[src/rtl/addsub_arb_pkg.sv]
// Shared definitions for the add/sub arbiter: FSM encoding, default sizes,
// and the grant-index width helper.
// Optional feature macro used by the block: ADDSUB_ARB_OVF_EN.
package addsub_arb_pkg;

  localparam int DEF_W    = 32;
  localparam int DEF_NREQ = 4;

  typedef enum logic [1:0] {
    IDLE  = 2'd0,
    ISSUE = 2'd1,
    RESP  = 2'd2
  } state_e;

  // Width of a binary requester index; never narrower than one bit.
  function automatic int idx_w(input int n);
    return (n > 1) ? $clog2(n) : 1;
  endfunction

endpackage

[src/rtl/addsub_arbiter_if.sv]
// Request/response and shared-adder bus of the add/sub arbiter.
// slave = arbiter side, master = clients plus the shared adder.
// ADDSUB_ARB_OVF_EN adds the rsp_ovf signal.
interface addsub_arbiter_if #(
  parameter int NREQ = 4,
  parameter int W    = 32
);
  logic [NREQ-1:0]   req_valid;
  logic [NREQ-1:0]   req_ready;
  logic [NREQ*W-1:0] req_a;
  logic [NREQ*W-1:0] req_b;
  logic [NREQ-1:0]   req_sr;
  logic [NREQ-1:0]   rsp_valid;
  logic [NREQ-1:0]   rsp_ready;
  logic [W-1:0]      rsp_y;
  logic [W-1:0]      au_a;
  logic [W-1:0]      au_b;
  logic              au_sr;
  logic [W-1:0]      au_y;
`ifdef ADDSUB_ARB_OVF_EN
  logic              rsp_ovf;

  modport slave (
    input  req_valid, req_a, req_b, req_sr, rsp_ready, au_y,
    output req_ready, rsp_valid, rsp_y, au_a, au_b, au_sr, rsp_ovf
  );
  modport master (
    output req_valid, req_a, req_b, req_sr, rsp_ready, au_y,
    input  req_ready, rsp_valid, rsp_y, au_a, au_b, au_sr, rsp_ovf
  );
`else
  modport slave (
    input  req_valid, req_a, req_b, req_sr, rsp_ready, au_y,
    output req_ready, rsp_valid, rsp_y, au_a, au_b, au_sr
  );
  modport master (
    output req_valid, req_a, req_b, req_sr, rsp_ready, au_y,
    input  req_ready, rsp_valid, rsp_y, au_a, au_b, au_sr
  );
`endif
endinterface

[src/rtl/addsub_arbiter_rr_arbiter.sv]
// Combinational round-robin picker: first set request at or above i_ptr,
// wrapping at NREQ. Outputs a one-hot grant and its binary index.
module rr_arbiter
  import addsub_arb_pkg::*;
#(
  parameter int NREQ = DEF_NREQ,
  localparam int IW  = idx_w(NREQ)
) (
  input  logic [NREQ-1:0] i_req,
  input  logic [IW-1:0]   i_ptr,
  input  logic            i_en,
  output logic [NREQ-1:0] o_gnt,
  output logic [IW-1:0]   o_idx,
  output logic            o_any
);

  // Scan NREQ positions starting at the pointer; the first hit wins.
  always_comb begin
    int j;
    j     = 0;
    o_gnt = '0;
    o_idx = '0;
    o_any = 1'b0;
    if (i_en) begin
      for (int k = 0; k < NREQ; k++) begin
        j = int'(i_ptr) + k;
        if (j >= NREQ) j = j - NREQ;
        if (!o_any && i_req[j]) begin
          o_any    = 1'b1;
          o_gnt[j] = 1'b1;
          o_idx    = IW'(j);
        end
      end
    end
  end

endmodule

[src/rtl/addsub_arbiter.sv]
// Shares one combinational add/sub unit among NREQ requesters.
// IDLE accepts one request (round-robin), ISSUE drives the adder and
// captures its result, RESP holds the result until the owner takes it.
// Define ADDSUB_ARB_OVF_EN to add the signed-overflow flag rsp_ovf.
module addsub_arbiter
  import addsub_arb_pkg::*;
#(
  parameter int NREQ = DEF_NREQ,
  parameter int W    = DEF_W,
  localparam int IW  = idx_w(NREQ)
) (
  input logic             clk,
  input logic             rst_n,
  addsub_arbiter_if.slave bus
);

  state_e          r_state;
  logic [IW-1:0]   r_ptr;
  logic [IW-1:0]   r_gnt;
  logic [W-1:0]    r_op_a;
  logic [W-1:0]    r_op_b;
  logic            r_op_sr;
  logic [W-1:0]    r_rsp_y;
  logic [NREQ-1:0] r_rsp_valid;

  logic            w_en;
  logic [NREQ-1:0] w_gnt;
  logic [IW-1:0]   w_gnt_idx;
  logic            w_any;
  logic [W-1:0]    w_sel_a;
  logic [W-1:0]    w_sel_b;
  logic            w_sel_sr;
  logic [IW-1:0]   w_ptr_nxt;

  // Accept only in IDLE and never while reset is held, so req_ready is
  // quiet during reset even if clients are already requesting.
  assign w_en = (r_state == IDLE) && rst_n;

  rr_arbiter #(.NREQ(NREQ)) u_rr (
    .i_req (bus.req_valid),
    .i_ptr (r_ptr),
    .i_en  (w_en),
    .o_gnt (w_gnt),
    .o_idx (w_gnt_idx),
    .o_any (w_any)
  );

  // Operand mux of the winning requester.
  always_comb begin
    w_sel_a  = bus.req_a[int'(w_gnt_idx)*W +: W];
    w_sel_b  = bus.req_b[int'(w_gnt_idx)*W +: W];
    w_sel_sr = bus.req_sr[w_gnt_idx];
  end

  assign w_ptr_nxt = (r_gnt == IW'(NREQ-1)) ? '0 : r_gnt + 1'b1;

  // Op registers double as the adder drive: loaded on accept, cleared on
  // return to IDLE, so the adder sees zeros whenever no op is in flight.
  assign bus.req_ready = w_gnt;
  assign bus.rsp_valid = r_rsp_valid;
  assign bus.rsp_y     = r_rsp_y;
  assign bus.au_a      = r_op_a;
  assign bus.au_b      = r_op_b;
  assign bus.au_sr     = r_op_sr;

  // Main sequencer: accept, evaluate/capture, hold response.
  always_ff @(posedge clk or negedge rst_n) begin
    if (!rst_n) begin
      r_state     <= IDLE;
      r_ptr       <= '0;
      r_gnt       <= '0;
      r_op_a      <= '0;
      r_op_b      <= '0;
      r_op_sr     <= 1'b0;
      r_rsp_y     <= '0;
      r_rsp_valid <= '0;
    end else begin
      case (r_state)
        IDLE: begin
          if (w_any) begin
            r_op_a  <= w_sel_a;
            r_op_b  <= w_sel_b;
            r_op_sr <= w_sel_sr;
            r_gnt   <= w_gnt_idx;
            r_state <= ISSUE;
          end
        end
        ISSUE: begin
          r_rsp_y     <= bus.au_y;
          r_rsp_valid <= {{(NREQ-1){1'b0}}, 1'b1} << r_gnt;
          r_state     <= RESP;
        end
        RESP: begin
          // Only the owner's rsp_ready counts.
          if (bus.rsp_ready[r_gnt]) begin
            r_rsp_valid <= '0;
            r_op_a      <= '0;
            r_op_b      <= '0;
            r_op_sr     <= 1'b0;
            r_ptr       <= w_ptr_nxt;
            r_state     <= IDLE;
          end
        end
        default: r_state <= IDLE;
      endcase
    end
  end

`ifdef ADDSUB_ARB_OVF_EN
  logic r_rsp_ovf;
  logic w_ovf;

  // Signed overflow: add overflows when operand signs match and the result
  // sign differs; subtract when operand signs differ and the result sign
  // differs from A.
  always_comb begin
    w_ovf = 1'b0;
    if (r_op_sr)
      w_ovf = (r_op_a[W-1] != r_op_b[W-1]) && (bus.au_y[W-1] != r_op_a[W-1]);
    else
      w_ovf = (r_op_a[W-1] == r_op_b[W-1]) && (bus.au_y[W-1] != r_op_a[W-1]);
  end

  // Captured alongside rsp_y.
  always_ff @(posedge clk or negedge rst_n) begin
    if (!rst_n)                r_rsp_ovf <= 1'b0;
    else if (r_state == ISSUE) r_rsp_ovf <= w_ovf;
  end

  assign bus.rsp_ovf = r_rsp_ovf;
`endif

endmodule

[src/flat_wrapper.sv]
// flat-port wrapper written by rule: the top's interface ports become plain ports
module addsub_arbiter_flat import addsub_arb_pkg::*;
#(
  parameter int NREQ = DEF_NREQ,
  parameter int W    = DEF_W,
  localparam int IW  = idx_w(NREQ)
)
  (clk, rst_n, bus_req_valid, bus_req_a, bus_req_b, bus_req_sr, bus_rsp_ready, bus_au_y, bus_req_ready, bus_rsp_valid, bus_rsp_y, bus_au_a, bus_au_b, bus_au_sr);
  addsub_arbiter_if #(.NREQ(NREQ), .W(W)) bus_i ();
  input logic clk;
  input logic rst_n;
  input wire logic [$bits(bus_i.req_valid)-1:0] bus_req_valid;
  input wire logic [$bits(bus_i.req_a)-1:0] bus_req_a;
  input wire logic [$bits(bus_i.req_b)-1:0] bus_req_b;
  input wire logic [$bits(bus_i.req_sr)-1:0] bus_req_sr;
  input wire logic [$bits(bus_i.rsp_ready)-1:0] bus_rsp_ready;
  input wire logic [$bits(bus_i.au_y)-1:0] bus_au_y;
  output wire logic [$bits(bus_i.req_ready)-1:0] bus_req_ready;
  output wire logic [$bits(bus_i.rsp_valid)-1:0] bus_rsp_valid;
  output wire logic [$bits(bus_i.rsp_y)-1:0] bus_rsp_y;
  output wire logic [$bits(bus_i.au_a)-1:0] bus_au_a;
  output wire logic [$bits(bus_i.au_b)-1:0] bus_au_b;
  output wire logic [$bits(bus_i.au_sr)-1:0] bus_au_sr;
  assign bus_i.req_valid = bus_req_valid;
  assign bus_i.req_a = bus_req_a;
  assign bus_i.req_b = bus_req_b;
  assign bus_i.req_sr = bus_req_sr;
  assign bus_i.rsp_ready = bus_rsp_ready;
  assign bus_i.au_y = bus_au_y;
  assign bus_req_ready = bus_i.req_ready;
  assign bus_rsp_valid = bus_i.rsp_valid;
  assign bus_rsp_y = bus_i.rsp_y;
  assign bus_au_a = bus_i.au_a;
  assign bus_au_b = bus_i.au_b;
  assign bus_au_sr = bus_i.au_sr;
  addsub_arbiter #(.NREQ(NREQ), .W(W)) u_core (.clk(clk), .rst_n(rst_n), .bus(bus_i));
endmodule
[config.mk]
export PLATFORM = sky130hd
export DESIGN_NAME = addsub_arbiter_flat
export DESIGN_NICKNAME = d
export VERILOG_FILES = /design/src/rtl/addsub_arb_pkg.sv /design/src/rtl/addsub_arbiter_if.sv /design/src/rtl/addsub_arbiter_rr_arbiter.sv /design/src/rtl/addsub_arbiter.sv /design/src/flat_wrapper.sv
export SDC_FILE = /design/constraint.sdc
export NUM_CORES = 1
export LEC_CHECK = 0
export CAP_MARGIN = 20
export CORE_AREA = 2 2 156 158
export DETAILED_ROUTE_END_ITERATION = 8
export DIE_AREA = 0 0 158 160
export GPL_TIMING_DRIVEN = 0
export REMOVE_ABC_BUFFERS = 1
export SLEW_MARGIN = 15
export SYNTH_ARGS = -nofsm -noshare
export SYNTH_HDL_FRONTEND = slang
export SYNTH_HIERARCHICAL = 1
export SYNTH_SLANG_ARGS = --single-unit
[constraint.sdc]
create_clock -name clk -period 5.01 [get_ports clk]
set_clock_uncertainty 0.05 [all_clocks]
set_input_delay 0.7515 -clock clk [delete_from_list [all_inputs] [get_ports clk]]
set_output_delay 0.7515 -clock clk [all_outputs]
set_load 0.01 [all_outputs]
# After elaboration in Yosys (flattened, before gate mapping)
# Cells that the tools add are included.
# classes
addsub	8
order_cmp	14
n_eq_ne	5
n_shift	3
n_mux	67
bitwise_logic	3
n_reduce_logical	19
# ops
cell	n
$mux W32	11
$shiftx A128 B8 Y32	2
$ge A32 B1 Y1 const B	4
$lt A32 B4 Y1 const B	4
$pmux W32 S2	2
$mux W4	9
$mux W1	24
$mux W2	8
$bmux W1 S2	6
$or A4 B4 Y4	3
$sub A3 B3 Y4 const B	3
$ge A3 B3 Y1 const B	3
$demux W1 S2	4
$logic_and A1 B1 Y1	8
$pmux W4 S2	1
$reduce_and A2 Y1	4
$add A2 B2 Y3 const B	2
$lt A2 B3 Y1 const B	2
$pmux W2 S3	1
$eq A2 B2 Y1 const B	2
$reduce_bool A2 Y1	2
$shl A1 B2 Y4 const A	1
$sub A2 B3 Y4 const B	1
$add A2 B1 Y3 const B	1
other kinds (9)	11
# word_totals
reg_bits	107
input_bits	302
output_inout_bits	105
elab_cells	127

# Longest topological paths before layout
# depth
word_depth	24
depth_mapped	14
ltp_nobuf	10

# Hierarchy
# The synthesis kept the hierarchy.
# by_module_without_submodules
module	instances	cells_per_inst	area_each_um2	seq_area_each_um2
addsub_arbiter	1	480	5903.2	2677.6
rr_arbiter	1	63	523.0	0.0

# Worst setup path before layout
# No wires, ideal clock.
# synth_timing
path_type	reg2reg
start	reg u_core.r_ptr[0]
end	reg u_core.r_op_b[0] (netlist: u_core/bus.au_b[0])
setup_ps	122
arrival_ps	3423
required_time_ps	4838
slack_ps	1415
path_stages_with_launch	15
path_buffers	5
period_less_slack_ps	3595
path_cell_list	dfrtp_1 -> buf_6 -> clkbuf_1 -> inv_1 -> ha_1 -> buf_6 -> mux4_2 -> nor2b_4 -> o21ai_0 -> a21boi_0 -> buf_6 -> buf_4 -> mux4_2 -> nand2_1 -> o21ai_1
# synth_via
elab_chain_cells	23
word_cells_on_any_way	55
cone_classes	add/sub: 7; order compare: 4; eq/ne: 1; shift: 1; mux: 35; reduce/logical: 7
# synth_rtl
element	line_no	rtl
start, declared	addsub_arbiter.sv:18	logic [IW-1:0] r_ptr;
start signal, assigned	addsub_arbiter.sv:100	r_ptr <= w_ptr_nxt;
$sub A2 B3 Y4 or $ge A2 B3 Y1 (tied branches)	addsub_arbiter_rr_arbiter.sv:27	if (j >= NREQ) j = j - NREQ;
$mux W32	addsub_arbiter_rr_arbiter.sv:27	
$mux W32	addsub_arbiter_rr_arbiter.sv:24	if (i_en) begin
$bmux W1 S2	addsub_arbiter_rr_arbiter.sv:28	if (!o_any && i_req[j]) begin
$mux W1 (implied by the code) (2 in series)	addsub_arbiter_rr_arbiter.sv:28	
$mux W1	addsub_arbiter_rr_arbiter.sv:28	
$mux W1	addsub_arbiter_rr_arbiter.sv:24	
$logic_not A1 Y1	addsub_arbiter_rr_arbiter.sv:28	
(+7 left out)	--	
$logic_not A1 Y1	addsub_arbiter_rr_arbiter.sv:28	
$logic_and A1 B1 Y1	addsub_arbiter_rr_arbiter.sv:28	
$mux W2 *	addsub_arbiter_rr_arbiter.sv:28	
$mux W2 *	addsub_arbiter_rr_arbiter.sv:24	
named net u_core.w_gnt_idx[0]	addsub_arbiter.sv:28	logic [IW-1:0] w_gnt_idx;
$shiftx A128 B8 Y32 *	addsub_arbiter.sv:51	w_sel_b = bus.req_b[int'(w_gnt_idx)*W +: W];
$mux W32 *	addsub_arbiter.sv:80	if (w_any) begin
$pmux W32 S2 *	addsub_arbiter.sv:78	case (r_state)
end signal, assigned	addsub_arbiter.sv:82	r_op_b <= w_sel_b;
end, declared	addsub_arbiter.sv:21	logic [W-1:0] r_op_b;
# Mark *: on every way through the listed nets, which the timed path passes. The rest lies on a longest branch. The select of a mux whose other input is x is not followed.
# A chain may end at the register's enable or synchronous reset.

# Worst setup path in the final report
# layout_timing
start	reg u_core.r_ptr[0]
end	reg u_core.r_op_a[8] (netlist: u_core/bus.au_a[8])
# layout_via
elab_chain_cells	23
word_cells_on_any_way	55
cone_classes	add/sub: 7; order compare: 4; eq/ne: 1; shift: 1; mux: 35; reduce/logical: 7
# layout_rtl
element	line_no	rtl
$sub A2 B3 Y4 or $ge A2 B3 Y1 (tied branches)	addsub_arbiter_rr_arbiter.sv:27	
$mux W32	addsub_arbiter_rr_arbiter.sv:27	
$mux W32	addsub_arbiter_rr_arbiter.sv:24	
$bmux W1 S2	addsub_arbiter_rr_arbiter.sv:28	
$mux W1 (implied by the code) (2 in series)	addsub_arbiter_rr_arbiter.sv:28	
$mux W1	addsub_arbiter_rr_arbiter.sv:28	
$mux W1	addsub_arbiter_rr_arbiter.sv:24	
$logic_not A1 Y1	addsub_arbiter_rr_arbiter.sv:28	
(+7 left out)	--	
$logic_not A1 Y1	addsub_arbiter_rr_arbiter.sv:28	
$logic_and A1 B1 Y1	addsub_arbiter_rr_arbiter.sv:28	
$mux W2 *	addsub_arbiter_rr_arbiter.sv:28	
$mux W2 *	addsub_arbiter_rr_arbiter.sv:24	
named net u_core.w_gnt_idx[0]	addsub_arbiter.sv:28	
$shiftx A128 B8 Y32 *	addsub_arbiter.sv:50	w_sel_a = bus.req_a[int'(w_gnt_idx)*W +: W];
$mux W32 *	addsub_arbiter.sv:80	
$pmux W32 S2 *	addsub_arbiter.sv:78	
end signal, assigned	addsub_arbiter.sv:81	r_op_a <= w_sel_a;
end, declared	addsub_arbiter.sv:20	logic [W-1:0] r_op_a;
# Marks and branches as above.

==> flow_metrics.tcl <==
set metrics [dict create \
    status "finished, final reports clean" \
    antenna_found_initial 0 \
    vias 5841 \
    grt-ovfl-total 0 \
    ys_seq_elements 107 \
    fmax_mhz 219 \
    worst-r2r-setup-slack_ns 0.43 \
    grt_pass1_wl_mm 35.5 \
    antenna_cells 0 \
    start_util_pct 27.0 \
    cts-resized-gates 0 \
    synthCells 543 \
    synthArstFlopShare_pct 100 \
    grt_use_total_pct 18.6 \
    leakage_nw 4.31 \
    path_clk_slew_ns 0.08 \
    ctsHoldBuffers 0 \
    critPathSlowestCell "dfrtp_1" \
    report.power.total_w 0.00555 \
    crit_path_start_kind "register" \
    yosys_warnings 6 \
    crit_path_cell_trace "inv_1 -> ha_1 -> mux4_2 -> nor2b_4 -> o21ai_0 -> a21boi_4 -> buf_16 -> buf_16 -> buf_16 -> buf_16 -> mux4_2 -> nand2_1 -> o21ai_0" \
    grt_max_degree 71 \
    drt_pre_antenna_iters 6 \
    nNetsFinal 1234 \
    max_slew_margin_pct 32.9 \
    clock_latency_ns 0.35 \
    rsz0062_at_grt "no" \
    grt_pass1_vias 6039 \
    wirelength_mm 23.9 \
    place_worst_setup_slack_ns 0.241 \
    final_cell_mix "405 x clkdlybuf4s50_1, 137 x nand2_1, 107 x dfrtp_1" \
    critPathTopFamily "multiplexers" \
    seq_area_frac_synth_pct 41.7 \
    cp_data_arrival_time_ns 4.76 \
    drive_above_1_share_pct 15.0 \
    cts_buffers 9 \
    period_needed_ns 4.58 \
    rows 57 \
    tightest_slew_ns 1.01 \
    finalHoldViolCount 0 \
    max-clock-path-buffers 2 \
    end_kind "register" \
    worst_path_most_repeated_cell "buf_16" \
    multiInputGateArea_sq_um 3420 \
    critPathMaxFanout 20 \
    cts_tree "done" \
    slew_viol_final 0 \
    powerDensity_nw_per_um2 493 \
    critPathKind "reg2reg" \
    cts.sinks 107 \
    initialDrtViolationCount 272 \
    vias_per_cell 4.66 \
    slowest_delay_ns 0.78 \
    synth_edf_count 0 \
    drc 0 \
    synth_area_sq_um 6430 \
    wire_per_inst_microns 19.1 \
    seq_area_sq_um 2680 \
    synth.distinct_cells 47 \
    place_congestion 0.747 \
    die_area_sq_um 25300 \
    fillerInstances 2280 \
    final_common_cell "clkdlybuf4s50_1" \
    core_sq_um 23800 \
    cap_violations 0 \
    required_ns 5.19 \
    finalCritPeriodShare_pct 91.3 \
    cts_root_buffer "clkbuf_16" \
    cts_setup_buffers 0 \
    io_pins 407 \
    die_height_microns 160 \
    hold_path.class "in2async" \
    post-route-worst-setup-slack_ns 0.435 \
    chipWidth_microns 158 \
    areaGrowthSynthToFinish_pct 75.2 \
    irDropWorstVdd_mv 0.248 \
    hpwl_mm 18.7 \
    avgSynthCellArea_sq_um 11.8 \
    synth-main-ff-cell "dfrtp_1" \
    io_buffers 406 \
    postRouteAntennaNets 0 \
    critPathBufInv 5 \
    htreeDepth 3 \
    setup_viol_count_final 0 \
]
-- worst reg2reg max path, delay by kind of cell (launching register included) --
kind | cells | cell delay [ns]
AO/OA/AOI/OAI | 3 | 0.76
adder cells (fa/ha/maj) | 1 | 0.49
buffers and inverters | 5 | 0.91
flip-flops | 1 | 0.78
multiplexers | 2 | 1.19
AND/OR/NAND/NOR | 2 | 0.28
-- cell type report --
class                           count  area share [%]
Multi-Input combinational cell    380            30.4
Inverter                            7           0.256
Clock buffer                        9            2.00
Clock inverter                      7           0.722
Tap cell                          324            3.60
Sequential cell                   107            23.8
Timing Repair Buffer              419            39.2
-- cell usage after synthesis (all sizes together), types with 2 or more instances --
master / number / area share [%]
nand2: 137 / 8.0
dfrtp: 107 / 42
mux4: 69 / 24
o21ai: 69 / 5.4
buf: 41 / 4.8
mux2: 35 / 6.1
clkbuf: 8 / 0.49
ha: 8 / 1.6
inv: 7 / 0.41
mux2i: 7 / 1.1
nand2b: 7 / 0.68
o22ai: 7 / 0.78
a221o: 4 / 0.62
a32o: 4 / 0.62
nor2: 4 / 0.23
nor2b: 3 / 0.41
a21oi: 2 / 0.16
and3: 2 / 0.19
nor3: 2 / 0.16
nor3b: 2 / 0.23
nor4: 2 / 0.19
or3b: 2 / 0.31
-- routing by layer --
metal	wire, microns	GRT usage (%)
met3	2160	5.48
met4	451	5.36
met5	0	0
met2	11900	32.6
met1	9410	22.0
-- path summary, 6_finish.rpt --
check	from	endpoint	cells after the start
max	u_core/r_ptr[0]	u_core/bus.au_a[8]	13
min	rst_n	u_core/bus.rsp_y[22]	1
max reg2reg	u_core/r_ptr[0]	u_core/bus.au_a[8]	13
min reg2reg	u_core/bus.rsp_y[9]	u_core/bus.rsp_y[9]	1
max in group asynchronous	rst_n	u_core/bus.au_a[18]	2
min in group clk	u_core/bus.rsp_y[9]	u_core/bus.rsp_y[9]	1
-- sequential cells by signal, indices dropped and copies added (netlist names) --
name and count:
u_core/bus.au_a 32, u_core/bus.au_b 32, u_core/bus.au_sr 1, u_core/bus.rsp_valid 4, u_core/bus.rsp_y 32, u_core/r_gnt 2
u_core/r_ptr 2, u_core/r_state 2
-- logic make-up after synthesis --
family          Yosys count  share of synthesized area (%)
flops                   107                           41.7
fa+ha+maj                 8                           1.56
compound gates           94                           8.57
simple gates            167                           11.1
mux                     111                           31.5
buf+inv                  56                           5.65
-- where the power goes --
part / switching [W] / internal (W)
logic: 0.00143 / 0.00188
clock network: 0.000382 / 0.000359
registers: 0.000248 / 0.00126
-- stage by stage --
step | hold slack, ns | cell area, sq um | std cells | util (%) | TNS [ns]
after floorplan | 0.406 | 6090 | 494 | - | -434.91
after global placement | 0.437 | 10600 | 1224 | 44.3 | -1137.18
final | 0.338 | 11300 | 1253 | 47.3 | 0
after global routing | 0.372 | 11300 | 1253 | 47.3 | 0
after detailed placement | 0.444 | 11000 | 1237 | 46.0 | 0
after CTS | 0.346 | 11300 | 1253 | 47.3 | 0
Power figures use the tool's default switching activity.
